**config.mk**
```make
export PLATFORM = sky130hd
export DESIGN_NAME = midi_rx_fifo
export DESIGN_NICKNAME = d
export VERILOG_FILES = /design/src/rtl/midi_pkg.sv /design/src/rtl/sync_fifo.sv /design/src/rtl/midi_rx_fifo.sv
export SDC_FILE = /design/constraint.sdc
export NUM_CORES = 1
export LEC_CHECK = 0
export CORE_ASPECT_RATIO = 0.6
export CORE_UTILIZATION = 23
export CTS_CLUSTER_SIZE = 16
export DETAILED_ROUTE_END_ITERATION = 10
export PLACE_DENSITY = 0.42
export SLEW_MARGIN = 20
export SYNTH_ARGS = -nofsm -noshare
export SYNTH_HDL_FRONTEND = slang
export SYNTH_HIERARCHICAL = 1
export SYNTH_SLANG_ARGS = --single-unit
```
**constraint.sdc**
```tcl
create_clock -name sys_clk -period 3.8 [get_ports sys_clk]
set_clock_uncertainty 0.15 [all_clocks]
set_input_delay 1.14 -clock sys_clk [delete_from_list [all_inputs] [get_ports sys_clk]]
set_output_delay 1.14 -clock sys_clk [all_outputs]
set_load 0.005 [all_outputs]
```
**src/rtl/midi_pkg.sv**
```systemverilog
// rtl/midi_pkg.sv - shared MIDI serial definitions: receiver states, status-bit index, bit timing.
package midi_pkg;

    typedef enum logic [2:0] {
        ST_IDLE,
        ST_START,
        ST_DATA,
        ST_STOP,
        ST_BREAK
    } rx_state_t;

    // A MIDI byte with its top bit set is a status byte; data bytes stay below 0x80.
    localparam int MIDI_STATUS_BIT = 7;

    function automatic int calc_bit_clks(input int sysclk_f, input int baud);
        return sysclk_f / baud;
    endfunction

endpackage

```
**src/rtl/sync_fifo.sv**
```systemverilog
// rtl/sync_fifo.sv - first-word-fall-through synchronous FIFO with exact occupancy count.
module sync_fifo #(
    parameter int DATA_W     = 8,
    parameter int FIFO_DEPTH = 4
) (
    input  logic                            clk,
    input  logic                            rst,
    input  logic                            push,
    input  logic [DATA_W-1:0]               wdata,
    input  logic                            pop,
    output logic [DATA_W-1:0]               rdata,
    output logic                            full,
    output logic                            empty,
    output logic [$clog2(FIFO_DEPTH):0]     level
);

    localparam int PTR_W = $clog2(FIFO_DEPTH);
    localparam int LVL_W = PTR_W + 1;

    logic [DATA_W-1:0] mem [FIFO_DEPTH];
    logic [PTR_W-1:0]  wr_ptr;
    logic [PTR_W-1:0]  rd_ptr;
    logic              push_ok;
    logic              pop_ok;

    assign full    = (level == LVL_W'(FIFO_DEPTH));
    assign empty   = (level == '0);
    // A pop frees the slot in the same cycle, so a full FIFO still accepts a simultaneous push.
    assign pop_ok  = pop & ~empty;
    assign push_ok = push & (~full | pop_ok);
    assign rdata   = mem[rd_ptr];

    always_ff @(posedge clk or posedge rst) begin
        if (rst) begin
            for (int i = 0; i < FIFO_DEPTH; i++) begin
                mem[i] <= '0;
            end
            wr_ptr <= '0;
            rd_ptr <= '0;
            level  <= '0;
        end else begin
            if (push_ok) begin
                mem[wr_ptr] <= wdata;
                wr_ptr      <= wr_ptr + 1'b1;
            end
            if (pop_ok) begin
                rd_ptr <= rd_ptr + 1'b1;
            end
            case ({push_ok, pop_ok})
                2'b10:   level <= level + 1'b1;
                2'b01:   level <= level - 1'b1;
                default: level <= level;
            endcase
        end
    end

endmodule

```
**src/rtl/midi_rx_fifo.sv**
```systemverilog
// rtl/midi_rx_fifo.sv - MIDI/UART receiver with framing check and output FIFO.
// MIDI_RX_MAJORITY_EN selects 2-of-3 majority sampling around each bit centre.
module midi_rx_fifo
    import midi_pkg::*;
#(
    parameter int DATA_W     = 8,
    parameter int MIDI_BAUD  = 31250,
    parameter int SYSCLK_F   = 48000000,
    parameter int FIFO_DEPTH = 4
) (
    input  logic                            sys_clk,
    input  logic                            sys_rst,
    input  logic                            midi_in,
    output logic [DATA_W-1:0]               rx_data,
    output logic                            rx_is_status,
    output logic                            rx_valid,
    input  logic                            rx_ready,
    output logic                            framing_err,
    output logic                            overrun_err,
    output logic [$clog2(FIFO_DEPTH):0]     fifo_level
);

    localparam int BIT_CLKS  = calc_bit_clks(SYSCLK_F, MIDI_BAUD);
    localparam int HALF_CLKS = BIT_CLKS / 2;
    localparam int CNT_W     = $clog2(BIT_CLKS);
    localparam int BITS_W    = $clog2(DATA_W + 1);

    localparam logic [CNT_W-1:0]  BIT_LAST  = CNT_W'(BIT_CLKS - 1);
`ifdef MIDI_RX_MAJORITY_EN
    // Deciding at centre+1 pushes every later sample point back by one cycle as well.
    localparam logic [CNT_W-1:0]  HALF_LAST = CNT_W'(HALF_CLKS);
`else
    localparam logic [CNT_W-1:0]  HALF_LAST = CNT_W'(HALF_CLKS - 1);
`endif
    localparam logic [BITS_W-1:0] BITS_LAST = BITS_W'(DATA_W - 1);

    rx_state_t          state;
    rx_state_t          state_n;
    logic [CNT_W-1:0]   cnt;
    logic [CNT_W-1:0]   cnt_n;
    logic [BITS_W-1:0]  bits;
    logic [BITS_W-1:0]  bits_n;
    logic [DATA_W-1:0]  shreg;
    logic               shift_en;
    logic               push_n;
    logic               push_q;
    logic               ferr_n;
    logic               sync1;
    logic               sync2;
    logic               sync3;
    logic               line;
    logic               fall;
    logic               fifo_full;
    logic               fifo_empty;

`ifdef MIDI_RX_MAJORITY_EN
    logic               sync4;
    assign line = (sync2 & sync3) | (sync2 & sync4) | (sync3 & sync4);
`else
    assign line = sync2;
`endif
    assign fall = sync3 & ~sync2;

    always_ff @(posedge sys_clk or posedge sys_rst) begin
        if (sys_rst) begin
            sync1       <= 1'b1;
            sync2       <= 1'b1;
            sync3       <= 1'b1;
`ifdef MIDI_RX_MAJORITY_EN
            sync4       <= 1'b1;
`endif
            state       <= ST_IDLE;
            cnt         <= '0;
            bits        <= '0;
            shreg       <= '0;
            push_q      <= 1'b0;
            framing_err <= 1'b0;
            overrun_err <= 1'b0;
        end else begin
            sync1       <= midi_in;
            sync2       <= sync1;
            sync3       <= sync2;
`ifdef MIDI_RX_MAJORITY_EN
            sync4       <= sync3;
`endif
            state       <= state_n;
            cnt         <= cnt_n;
            bits        <= bits_n;
            if (shift_en) begin
                shreg <= {line, shreg[DATA_W-1:1]};
            end
            push_q      <= push_n;
            framing_err <= ferr_n;
            overrun_err <= push_q & fifo_full & ~rx_ready;
        end
    end

    always_comb begin
        state_n  = state;
        cnt_n    = cnt + 1'b1;
        bits_n   = bits;
        shift_en = 1'b0;
        push_n   = 1'b0;
        ferr_n   = 1'b0;
        case (state)
            ST_IDLE: begin
                cnt_n = '0;
                if (fall) begin
                    state_n = ST_START;
                end
            end
            ST_START: begin
                if (cnt == HALF_LAST) begin
                    cnt_n   = '0;
                    bits_n  = '0;
                    state_n = line ? ST_IDLE : ST_DATA;
                end
            end
            ST_DATA: begin
                if (cnt == BIT_LAST) begin
                    cnt_n    = '0;
                    shift_en = 1'b1;
                    bits_n   = bits + 1'b1;
                    if (bits == BITS_LAST) begin
                        state_n = ST_STOP;
                    end
                end
            end
            ST_STOP: begin
                if (cnt == BIT_LAST) begin
                    cnt_n = '0;
                    if (line) begin
                        push_n  = 1'b1;
                        state_n = ST_IDLE;
                    end else begin
                        ferr_n  = 1'b1;
                        state_n = ST_BREAK;
                    end
                end
            end
            ST_BREAK: begin
                // Hold off until the line recovers so a long break cannot look like a new start.
                cnt_n = '0;
                if (sync2) begin
                    state_n = ST_IDLE;
                end
            end
            default: begin
                cnt_n   = '0;
                state_n = ST_IDLE;
            end
        endcase
    end

    sync_fifo #(
        .DATA_W     (DATA_W),
        .FIFO_DEPTH (FIFO_DEPTH)
    ) u_fifo (
        .clk   (sys_clk),
        .rst   (sys_rst),
        .push  (push_q),
        .wdata (shreg),
        .pop   (rx_ready),
        .rdata (rx_data),
        .full  (fifo_full),
        .empty (fifo_empty),
        .level (fifo_level)
    );

    assign rx_valid     = ~fifo_empty;
    assign rx_is_status = rx_data[DATA_W-1];

endmodule

```
# ---- Word-level counts from Yosys, hierarchy flattened
# Index checks and enable logic that the tools add are counted.
# W data, S select, Z words.
dict set report word_totals {
  output_inout_bits 15
  reg_bits 71
  inputBits 4
  word_cells 92
}
dict set report op_classes {
  n_reduce_logical 8
  n_mux 30
  bitwise_logic 12
  order_cmp 3
  eq_ne 16
  add_sub_neg 6
}
# operator n
set op_table {}
lappend op_table {{$bwmux W32} 1}
lappend op_table {{$mux W8} 3}
lappend op_table {{$mux W11} 2}
lappend op_table {{$pmux W11 S2} 1}
lappend op_table {{$mux W3} 7}
lappend op_table {{$bmux W8 S2} 1}
lappend op_table {{$demux W8 S2} 1}
lappend op_table {{$pmux W3 S5} 1}
lappend op_table {{$ne A2 B2 Y1 const B} 6}
lappend op_table {{$add A11 B1 Y11 const B} 1}
lappend op_table {{$eq A11 B10 Y1 const B} 1}
lappend op_table {{$eq A11 B11 Y1 const B} 1}
lappend op_table {{$mux W1} 8}
lappend op_table {{$mux W4} 2}
lappend op_table {{$pmux W4 S2} 1}
lappend op_table {{$eq A3 B2 Y1 const B} 2}
lappend op_table {{$eq A3 B3 Y1 const B} 2}
lappend op_table {{$ge A3 B3 Y1 const B} 2}
lappend op_table {{$logic_not A3 Y1} 2}
lappend op_table {{$not A2 Y3} 2}
lappend op_table {{$pmux W3 S2} 1}
lappend op_table {{$reduce_and A6 Y1} 1}
lappend op_table {{$and A1 B1 Y1} 5}
lappend op_table {{$add A2 B1 Y2 const B} 2}
lappend op_table {{15 further kinds} 19}

# ---- Depth between registers and ports, before layout
dict set report logic_depth {
  depth_word 7
  depth_mapped 8
  ltp_nobuf 8
}

# ---- Cells and area by module
# Netlist, hierarchy kept.
# module seq_area_each_um2 n_inst cells_per_inst area_each_um2
set modules_own_cells {}
lappend modules_own_cells {sync_fifo 975.9 1 116 1805.5}
lappend modules_own_cells {midi_rx_fifo 804.5 1 133 1585.3}

# ---- Least setup slack after synthesis
# OpenSTA, ideal clock, no wires.
dict set report synth_timing {
  path_type {input -> register}
  startpoint {input port rx_ready}
  endpoint {register u_fifo.level[2]}
  t_required_ns 3.571
  arrival_time_ns 2.661
  path_slack_ns 0.910
  setup_ns 0.079
  path_buffers 0
  path_stages 8
  cell_sequence {nor4b_4 -> or2b_2 -> ha_1 -> inv_1 -> fa_1 -> xor2_1 -> nor2_1 -> xor2_1}
}
dict set report synth_via {
  elab_chain_cells 5
  elab_cells_between_ends 7
  classes_between {eq/ne: 2; mux: 1; bitwise: 3; reduce/logical: 1}
}
# item line
set synth_rtl {}
lappend synth_rtl {{start: declaration} midi_rx_fifo.sv:17} ;# input logic rx_ready,
lappend synth_rtl {{$and A1 B1 Y1 *} sync_fifo.sv:29} ;# assign pop_ok = pop & ~empty;
lappend synth_rtl {{$or A1 B1 Y1} sync_fifo.sv:30} ;# assign push_ok = push & (~full | pop_ok);
lappend synth_rtl {{$and A1 B1 Y1} sync_fifo.sv:30}
lappend synth_rtl {{$eq A2 B1 Y1 or $eq A2 B2 Y1 (tied branches)} sync_fifo.sv:49} ;# case ({push_ok, pop_ok})
lappend synth_rtl {{$pmux W3 S2 or $reduce_bool A2 Y1 (tied branches)} n/a}
lappend synth_rtl {{end signal: assignment} sync_fifo.sv:50} ;# 2'b10: level <= level + 1'b1;
lappend synth_rtl {{end signal: assignment} sync_fifo.sv:51} ;# 2'b01: level <= level - 1'b1;
lappend synth_rtl {{end signal: assignment} sync_fifo.sv:52} ;# default: level <= level;
lappend synth_rtl {{end: declaration} sync_fifo.sv:14} ;# output logic [$clog2(FIFO_DEPTH):0] level
# Mark *: on every way between the ends. The rest lies on a longest branch, timed or not.
# A chain may end at the register's enable or synchronous reset.

# ---- Worst setup path in the final report
dict set report layout_timing {
  startpoint {register u_fifo.rd_ptr[0]}
  endpoint {output port rx_data[6]}
}
dict set report layout_via {
  elab_chain_cells 4
}
# item line
set layout_rtl {}
lappend layout_rtl {{start: declaration} sync_fifo.sv:22} ;# logic [PTR_W-1:0] rd_ptr;
lappend layout_rtl {{start signal: assignment} sync_fifo.sv:47} ;# rd_ptr <= rd_ptr + 1'b1;
lappend layout_rtl {{$not A2 Y3 (not written as such)} sync_fifo.sv:31} ;# assign rdata = mem[rd_ptr];
lappend layout_rtl {{$bmux W8 S2} sync_fifo.sv:31}
lappend layout_rtl {{$mux W8 (not written as such) (2 in a row)} sync_fifo.sv:31}
lappend layout_rtl {{end: declaration} midi_rx_fifo.sv:14} ;# output logic [DATA_W-1:0] rx_data,
# Every way passes these cells. The select of a mux whose other input is x is not followed.

==> results.md <==
* Pwr Total at 2.30 mW
* Core Area at 14000 sq um
* Worst skew pair latency at 0.33 ns
* Switching Fraction at 0.275
* Status: finished clean
* IO Port Bufs at 18
* Resized Gates After CTS at 0
* Synth async-reset ratio at 1.00
* Pwr per Cell Area at approximately 560 nW/um^2
* Number of antenna violations at the first check in global routing at 0
* Max_slew headroom at 0.343
* Fin crit share at 0.903
* Avg Cell Area, Syn at 13.6 sq um
* First-pass GRT wire length at 11000 microns
* Sequential power share at 0.416
* Fin Hold WS at 0.211 ns
* Fillers at between 1000 and 1500
* Leakage at 1.84 nW
* Post-synthesis sequential area ratio at 0.525
* 1st-iter DRT viols at 64
* Worst Tran Pin Value at 0.978 ns
* CTS tree: yes
* TritonCTS Buffers at 9
* Peak VDD IR at 245 uV
* Cell variety after synth at 51
* Die width at 159 microns
* Setup TNS at 0 ns
* DR vias at 1910
* Seq cells post-synth at 71
* Vias in the first global route at 1994
* Arrival time at the worst endpoint at 2.14 ns
* Max Cap Viol at 0
* Critical Path Start Type: register
* GP Congestion at 0.744
* FMAX at 0.292 GHz
* Finished Core Util at 0.294
* Antenna Violating Nets Remaining at 0
* Synth area leader: dfrtp_1
* Cells after synthesis at 249
* Initial Util at 0.242
* HPWL after DPL at around 4600 microns
* Final hold violation count at 0
* Clock-pin transition on the worst setup and hold timing paths at 0.06 ns
* P&R area growth vs syn at 21.5%
* Chip Height at 96.1 microns
* Wire length per cell at 14.1 microns
* RSZ-0062 raised after global routing: no
* Synth warn at 6
* # setup viols final at 0
* Hold bufs inserted after CTS at 0
* Pint at 1.66 mW
* Clk sink count at 71
* Final #Nets at approximately 290
* Row count at 33
* Setup ws final at 0.370 ns
* Clock buffer depth at 2
* Flop2flop setup slack at roughly 1.3 ns
* Post-Place Setup Slack at approximately 0.31 ns
* Largest net degree at the start of global routing at 40
* Total track usage at 0.0965
* NetSw at 0.633 mW
* Worst setup path class: register to output pin
* EDFF count, synth at 0
* Setup crit end kind: output pin
* Combinational power share at 0.165
* Root Buffer: clkbuf_16
* H-tree Lvls at 3
* Gr ovfl total at 0
* Clk pwr share at 0.419
* Antenna Cells at 0
* Worst Path Required at 2.51 ns
* IO Pins at 19
* Drt drc at 0
* Top cell type's share of synthesized area at 0.502
* Ranking of synthesized cells by area: dfrtp_1 50%, mux2_2 11%, mux4_2 5.3%
* Post-synth net total at 261
* Crit Path Max Fanout at 9
* Minimum clock period at 3.43 ns
* Die area at 15200 sq um
* Final wirelength at 6610 microns
* Mapped cell area at roughly 3400 sq um
* Vias per inst at 4.06
* Fraction of layout cells with a size suffix above 1 at 0.309
* HP Class: register to register
* Postcts setup bufs at 0
* Slew Limit Fails at 0
* Most common flop cell mapped by yosys: dfrtp_1
* First-pass iteration count of the detailed router at 4
[metrics by stage]
stage / cells / cell area, sq um
6_report: 470 / 4120
5_1_grt: 470 / 4120
4_1_cts: 470 / 4120
3_5_place_dp: 454 / 3770
3_3_place_gp: 454 / 3770
2_1_floorplan: 249 / 3390
[cell families after synthesis]
logic type	share of synthesized area
multiplexers	0.206
AO/OA/AOI/OAI	0.0454
XOR/XNOR	0.0387
flip-flops	0.525
buffers and inverters	0.0328
AND/OR/NAND/NOR	0.120
adder cells (fa/ha/maj)	0.0317
[metal layers]
metal  GRT usage  vias up  part of all wire  wire length (microns)
li1            -      932                 -                      -
met1       0.141      947              0.56                   3690
met2       0.126       24              0.40                   2620
met3      0.0306        7             0.031                    203
met4      0.0461        0             0.014                     95
met5           0        -                 0                      0
[worst paths after layout]
path | cells after the start | end | from
max in group asynchronous | 3 | u_fifo/level[0]$_DFFE_PP0P_ | sys_rst
worst min register to register | 0 | line$_DFF_PP1_ | sync1$_DFF_PP1_
min in group asynchronous | 3 | shreg[0]$_DFFE_PP0P_ | sys_rst
worst max-delay path | 2 | rx_data[6] | u_fifo/rd_ptr[0]$_DFFE_PP0P_
worst min-delay path | 0 | line$_DFF_PP1_ | sync1$_DFF_PP1_
worst max register to register | 3 | shreg[7]$_DFFE_PP0P_ | state[1]$_DFFE_PP0P_
[placed cells by master, fill, tap and decap left out, types with 3 or more instances in the layout]
cell type        instances
a21oi_1                  3
buf_4                    3
bufinv_16                3
clkbuf_16                9
clkdlybuf4s50_1         18
clkinvlp_4               3
dfrtp_1                 68
dfstp_2                  3
ha_1                     7
inv_1                   14
mux2_2                  33
mux2_4                   7
mux4_2                   8
nand2_1                 11
nand3_1                  5
nand4_1                  3
nor2_1                  18
nor2_2                   4
nor3_1                   4
xnor2_1                  8
xor2_1                   7
[area by class of cell]
type	instances	area [sq um]	share of cell area
Inverter	14	52.6	0.0128
Multi-Input combinational cell	156	1500	0.364
Clock inverter	7	121	0.0294
Sequential cell	71	1780	0.432
Tap cell	192	240	0.0583
Timing Repair Buffer	21	203	0.0492
Clock buffer	9	225	0.0546
[power by group through the flow]
stage,Clock [mW],Sequential [mW],Combinational [mW]
after floorplan,0,0.880,0.359
after global placement,0,0.970,0.387
after detailed placement,0,0.972,0.386
after CTS,0.992,0.959,0.387
after global routing,1.03,0.972,0.429
final,0.964,0.956,0.378
[Yosys cell counts, drive strengths merged (3+ instances only)]
cell type and instances:
buf 7, inv 14, xnor2 8, mux2 42
dfstp 3, nand2 11, a21oi 3, mux4 8
xor2 7, nand3 5, ha 7, nand4 4
dfrtp 68, nor3 4, nor2 22
[critical path, cell delays in order (launching register included)]
cell,delay [ns]
dfrtp_1,0.72
mux4_2,0.62
clkdlybuf4s50_1,0.47
[registers in the layout, summed over array words and instances (netlist names)]
name / flops
bits: 4
line: 1
u_fifo/wr_ptr: 2
framing_err: 1
sync1: 1
shreg: 8
sync3: 1
cnt: 11
state: 3
push_q: 1
u_fifo/level: 3
u_fifo/mem: 32
u_fifo/rd_ptr: 2
overrun_err: 1
(Power assumes the default switching activity.)
==> patch 1 (config.mk and constraints unchanged) <==
Encoding of `rx_state_t`: now one-hot (5 bits for 5 states).
--- a/src/rtl/midi_pkg.sv
+++ b/src/rtl/midi_pkg.sv
@@ -2,10 +2,10 @@
 package midi_pkg;
 
-    typedef enum logic [2:0] {
-        ST_IDLE,
-        ST_START,
-        ST_DATA,
-        ST_STOP,
-        ST_BREAK
+    typedef enum logic [4:0] {
+        ST_IDLE  = 5'b00001,
+        ST_START = 5'b00010,
+        ST_DATA  = 5'b00100,
+        ST_STOP  = 5'b01000,
+        ST_BREAK = 5'b10000
     } rx_state_t;
 
Function: no difference found for any inputs over 10 cycles, from zero or initial values and one cycle with sys_rst high; not proved beyond that.
==> patch 1 against the unedited design <==
Global-route usage grew 0.45 points; design area up 1.2%; non-clock buffer count up 2; area after synthesis is 1.1% higher; setup slack better by 0.017 ns; wire length grew 6.8%; power fell by 5.1%; critical path depth rose by 1; sequential cell count rose by 2; count of clock-buffer cells in the layout increased by 2; highest routed layer unchanged.
==> patch 1: results (changes against the unedited design) <==
[placement]
place_congestion = 0.767  ; +3.2%
io_buffers = 18  ; unchanged
hpwl_um = 4910  ; +7.9%
dp_cells = 481  ; +5.9%
placed_area_mm2 = 0.00387  ; +2.5%

[logic_synthesis]
synth_common_cells = dfrtp_1, mux2_2, nor2_1
synth_fp_nets = 277  ; +6.1%
synthTopCellsByArea = dfrtp_1, mux2_2, mux4_2
ys_types = 51  ; unchanged
synth.avg_cell_area_um2 = 12.9  ; -5.0%

[detailed_routing]
initialDrtViolationCount = 111  ; +73%
wl_per_cell_um = 14.2  ; +1.2%
avgViaCountPerCell = 4.19  ; +3.0%
drt-met1-wl_um = 4000  ; +8.5%
drt_pre_antenna_iters = 5  ; +1
wl_met2_um = 2760  ; +5.3%
met3_length_um = 227  ; +12%
wirelength_um = 7060  ; +6.8%

[pwr]
switching_share_pct = 28.1  ; +0.60 points
peakVddDrop_uv = 201  ; -18%
leakage_nw = 1.82  ; -0.95%

[global_route]
global_route.usage.total_pct = 10.1  ; +0.45 points
grt_pass1_wl_um = 11700  ; +6.0%
met1_usage_pct = 14.9  ; +0.85 points
met2_usage_pct = 13.5  ; +0.93 points
first_global_vias = 2048  ; +2.7%
gr-usage-met3_pct = 3.12  ; +0.057 points

[setup_path]
cp_top_family = buffers and inverters
max_stage_delay_ns = 0.54  ; -0.18 ns
worst-path-max-fanout = 6  ; -3

[clocking]
clockBufferDepth = 2  ; unchanged
root_buffer = clkbuf_16

[finish]
n_fill_cell = 1461  ; +3.3%
nets = 306  ; +7.4%
drive_gt1_share_pct = 28.9  ; -2.1 points
utilization_pct = 28.8  ; -0.68 points

[sta]
max-slew-margin-rel_pct = 47.5  ; +13 points

[status]
status = complete, no violations

-- patch 1: cell families after synthesis --
group	count (synthesis)	synth area share (%)
and+or+nand+nor	77	12.3
DFF	73	53.5
muxes	51	19.3
AOI/OAI and AO/OA	22	5.40
xor gates and xnor gates	17	4.34
buffers and inverters	17	2.01
adders and majority gates	8	3.14
-- patch 1: path summary, 6_finish.rpt --
kind / startpoint / endpoint / slack, ns / cells after the start
worst max-delay path: u_fifo/rd_ptr[0]$_DFFE_PP0P_ / rx_data[4] / 0.39 / 3
worst min-delay path: sync1$_DFF_PP1_ / line$_DFF_PP1_ / 0.21 / 0
worst max register to register: u_fifo/level[0]$_DFFE_PP0P_ / u_fifo/level[2]$_DFFE_PP0P_ / 1.40 / 8
min in group asynchronous: sys_rst / shreg[5]$_DFFE_PP0P_ / 1.04 / 3
max in group asynchronous: sys_rst / u_fifo/mem[23]$_DFFE_PP0P_ / 1.99 / 3
worst min register to register: sync1$_DFF_PP1_ / line$_DFF_PP1_ / 0.21 / 0
-- patch 1: per-stage QoR --
stage / hold slack, ns / setup slack (ns)
2_1_floorplan: 0.195 / 0.910
3_3_place_gp: 0.198 / 0.298
3_5_place_dp: 0.199 / 0.296
4_1_cts: 0.214 / 0.343
5_1_grt: 0.219 / 0.277
6_report: 0.210 / 0.387
-- patch 1: power groups by stage --
stage               Combinational [W]  Sequential, W  Clock [W]
floorplan                    0.000296       0.000901          0
global placement             0.000379       0.000956          0
detailed placement           0.000378       0.000956          0
CTS                          0.000379       0.000942   0.000890
global route                 0.000426       0.000953   0.000929
finish                       0.000375       0.000943   0.000861
-- patch 1: area by class of cell --
type	instances	area share, %
clock buffers	11	6.06
inverters	12	1.08
clock inverters	4	1.23
well taps	198	5.94
repair buffers	23	5.22
flip-flops and latches	73	43.9
multi-input cells	175	36.6
==> patch 2 (same settings) <==
Without the edit above. The option `MIDI_RX_MAJORITY_EN` is turned on by a define.
--- a/src/rtl/midi_rx_fifo.sv
+++ b/src/rtl/midi_rx_fifo.sv
@@ -1,4 +1,6 @@
 // rtl/midi_rx_fifo.sv - MIDI/UART receiver with framing check and output FIFO.
 // MIDI_RX_MAJORITY_EN selects 2-of-3 majority sampling around each bit centre.
+`define MIDI_RX_MAJORITY_EN
+
 module midi_rx_fifo
     import midi_pkg::*;
Behaviour: no difference found for any inputs over 10 cycles, from zero or initial values and one cycle with sys_rst high; that may be too few to reach the edited logic, so the function may still have changed.
==> patch 2 against the unedited design <==
Critical path depth up 1; clock power shrank 11%; die area decreased by 2.4%; wire length increased by 2.8%; via count increased by 1.2%; sequential power down 1%; design area down 2.4%; power fell by 4.7%; area after synthesis decreased by 2.4%; sequential cell count up 1; setup slack gained 0.19 ns; largest power group is now registers.
==> patch 2: results (changes against the unedited design) <==
[global_route]
global_route.usage.total_pct = 10.7  ; +1.0 points
first_global_vias = 2047  ; +2.7%
grt_pass1_wl_um = 11500  ; +4.2%
grt_max_degree = 40  ; unchanged

[detailed_routing]
avgViaCountPerCell = 4.12  ; +1.4%
wl_per_cell_um = 14.5  ; +3.1%
initialDrtViolationCount = 83  ; +30%

[setup_path]
crit_slowest_cell = mux4_2
max_stage_delay_ns = 0.54  ; -0.18 ns
cp_top_family = buffers and inverters
arrival_ns = 1.95  ; -0.19 ns
rr_startpoint = u_fifo/level[0]$_DFFE_PP0P_

[pwr]
leakage_nw = 1.80  ; -2.1%

[finish]
num_antenna_cells = 0  ; unchanged
drive_gt1_share_pct = 29.6  ; -1.3 points
final_cells = 469  ; -0.21%

[logic_synthesis]
ys_seq_area_share_pct = 54.6  ; +2.1 points
synth.avg_cell_area_um2 = 13.6  ; -0.40%
synthTopCellsByArea = dfrtp_1, mux2_2, mux4_2
ys_types = 47  ; -7.8%

[placement]
placed_area_mm2 = 0.00372  ; -1.4%
preCtsSetupSlack_ns = 0.307  ; -0.00212 ns
place_congestion = 0.715  ; -3.8%
hpwl_um = 4460  ; -2.1%

[status]
status = complete, no violations

[clocking]
root_buffer = clkbuf_16

[floorplanning]
die_w_um = 157  ; -1.2%

[hold_path]
min_path_type = reg -> reg

[sta]
worstMarginPinSlew_ns = 0.642  ; -0.336 ns

-- patch 2: logic make-up (layout without fill, tap and decap cells) --
family	Yosys count	after routing	synth area share, %
buf+inv	17	50	2.53
mux	52	52	20.4
simple gates	65	65	11.8
xor+xnor	16	16	4.23
fa+ha+maj	10	10	3.93
flops	72	72	54.6
compound gates	12	12	2.49
-- patch 2: cell type report --
| class | count | area [um^2] |
|---|---|---|
| clock buffers | 14 | 264 |
| clock inverters | 2 | 37.5 |
| fillers | 1409 | 9810 |
| inverters | 12 | 45.0 |
| multi-input cells | 155 | 1420 |
| flip-flops and latches | 72 | 1810 |
| well taps | 192 | 240 |
| repair buffers | 22 | 210 |
-- patch 2: worst paths after layout --
path,end,slack (ns),depth (start not counted)
min in group asynchronous,bits[1]$_DFFE_PP0P_,1.10,3
max in group asynchronous,u_fifo/mem[31]$_DFFE_PP0P_,2.03,3
hold / removal,sync2$_DFF_PP1_,0.21,0
hold reg to reg,sync2$_DFF_PP1_,0.21,0
setup reg to reg,u_fifo/level[2]$_DFFE_PP0P_,1.42,8
setup / recovery,rx_data[2],0.56,3
-- patch 2: power by group --
group	switching (W)	leakage, nW	internal [W]	total [W]
Sequential	0.000113	0.971	0.000831	0.000944
Clock	0.000311	0.143	0.000545	0.000855
Combinational	0.000188	0.688	0.000203	0.000391
Total	0.000612	1.80	0.00158	0.00219
-- patch 2: metal layers --
| layer | vias to the layer above | wire, um | global-route usage (%) |
|---|---|---|---|
| met5 | - | 0 | 0 |
| li1 | 919 | - | - |
| met4 | 0 | 108 | 3.68 |
| met3 | 8 | 238 | 4.08 |
| met1 | 983 | 3880 | 16.1 |
| met2 | 22 | 2560 | 13.3 |
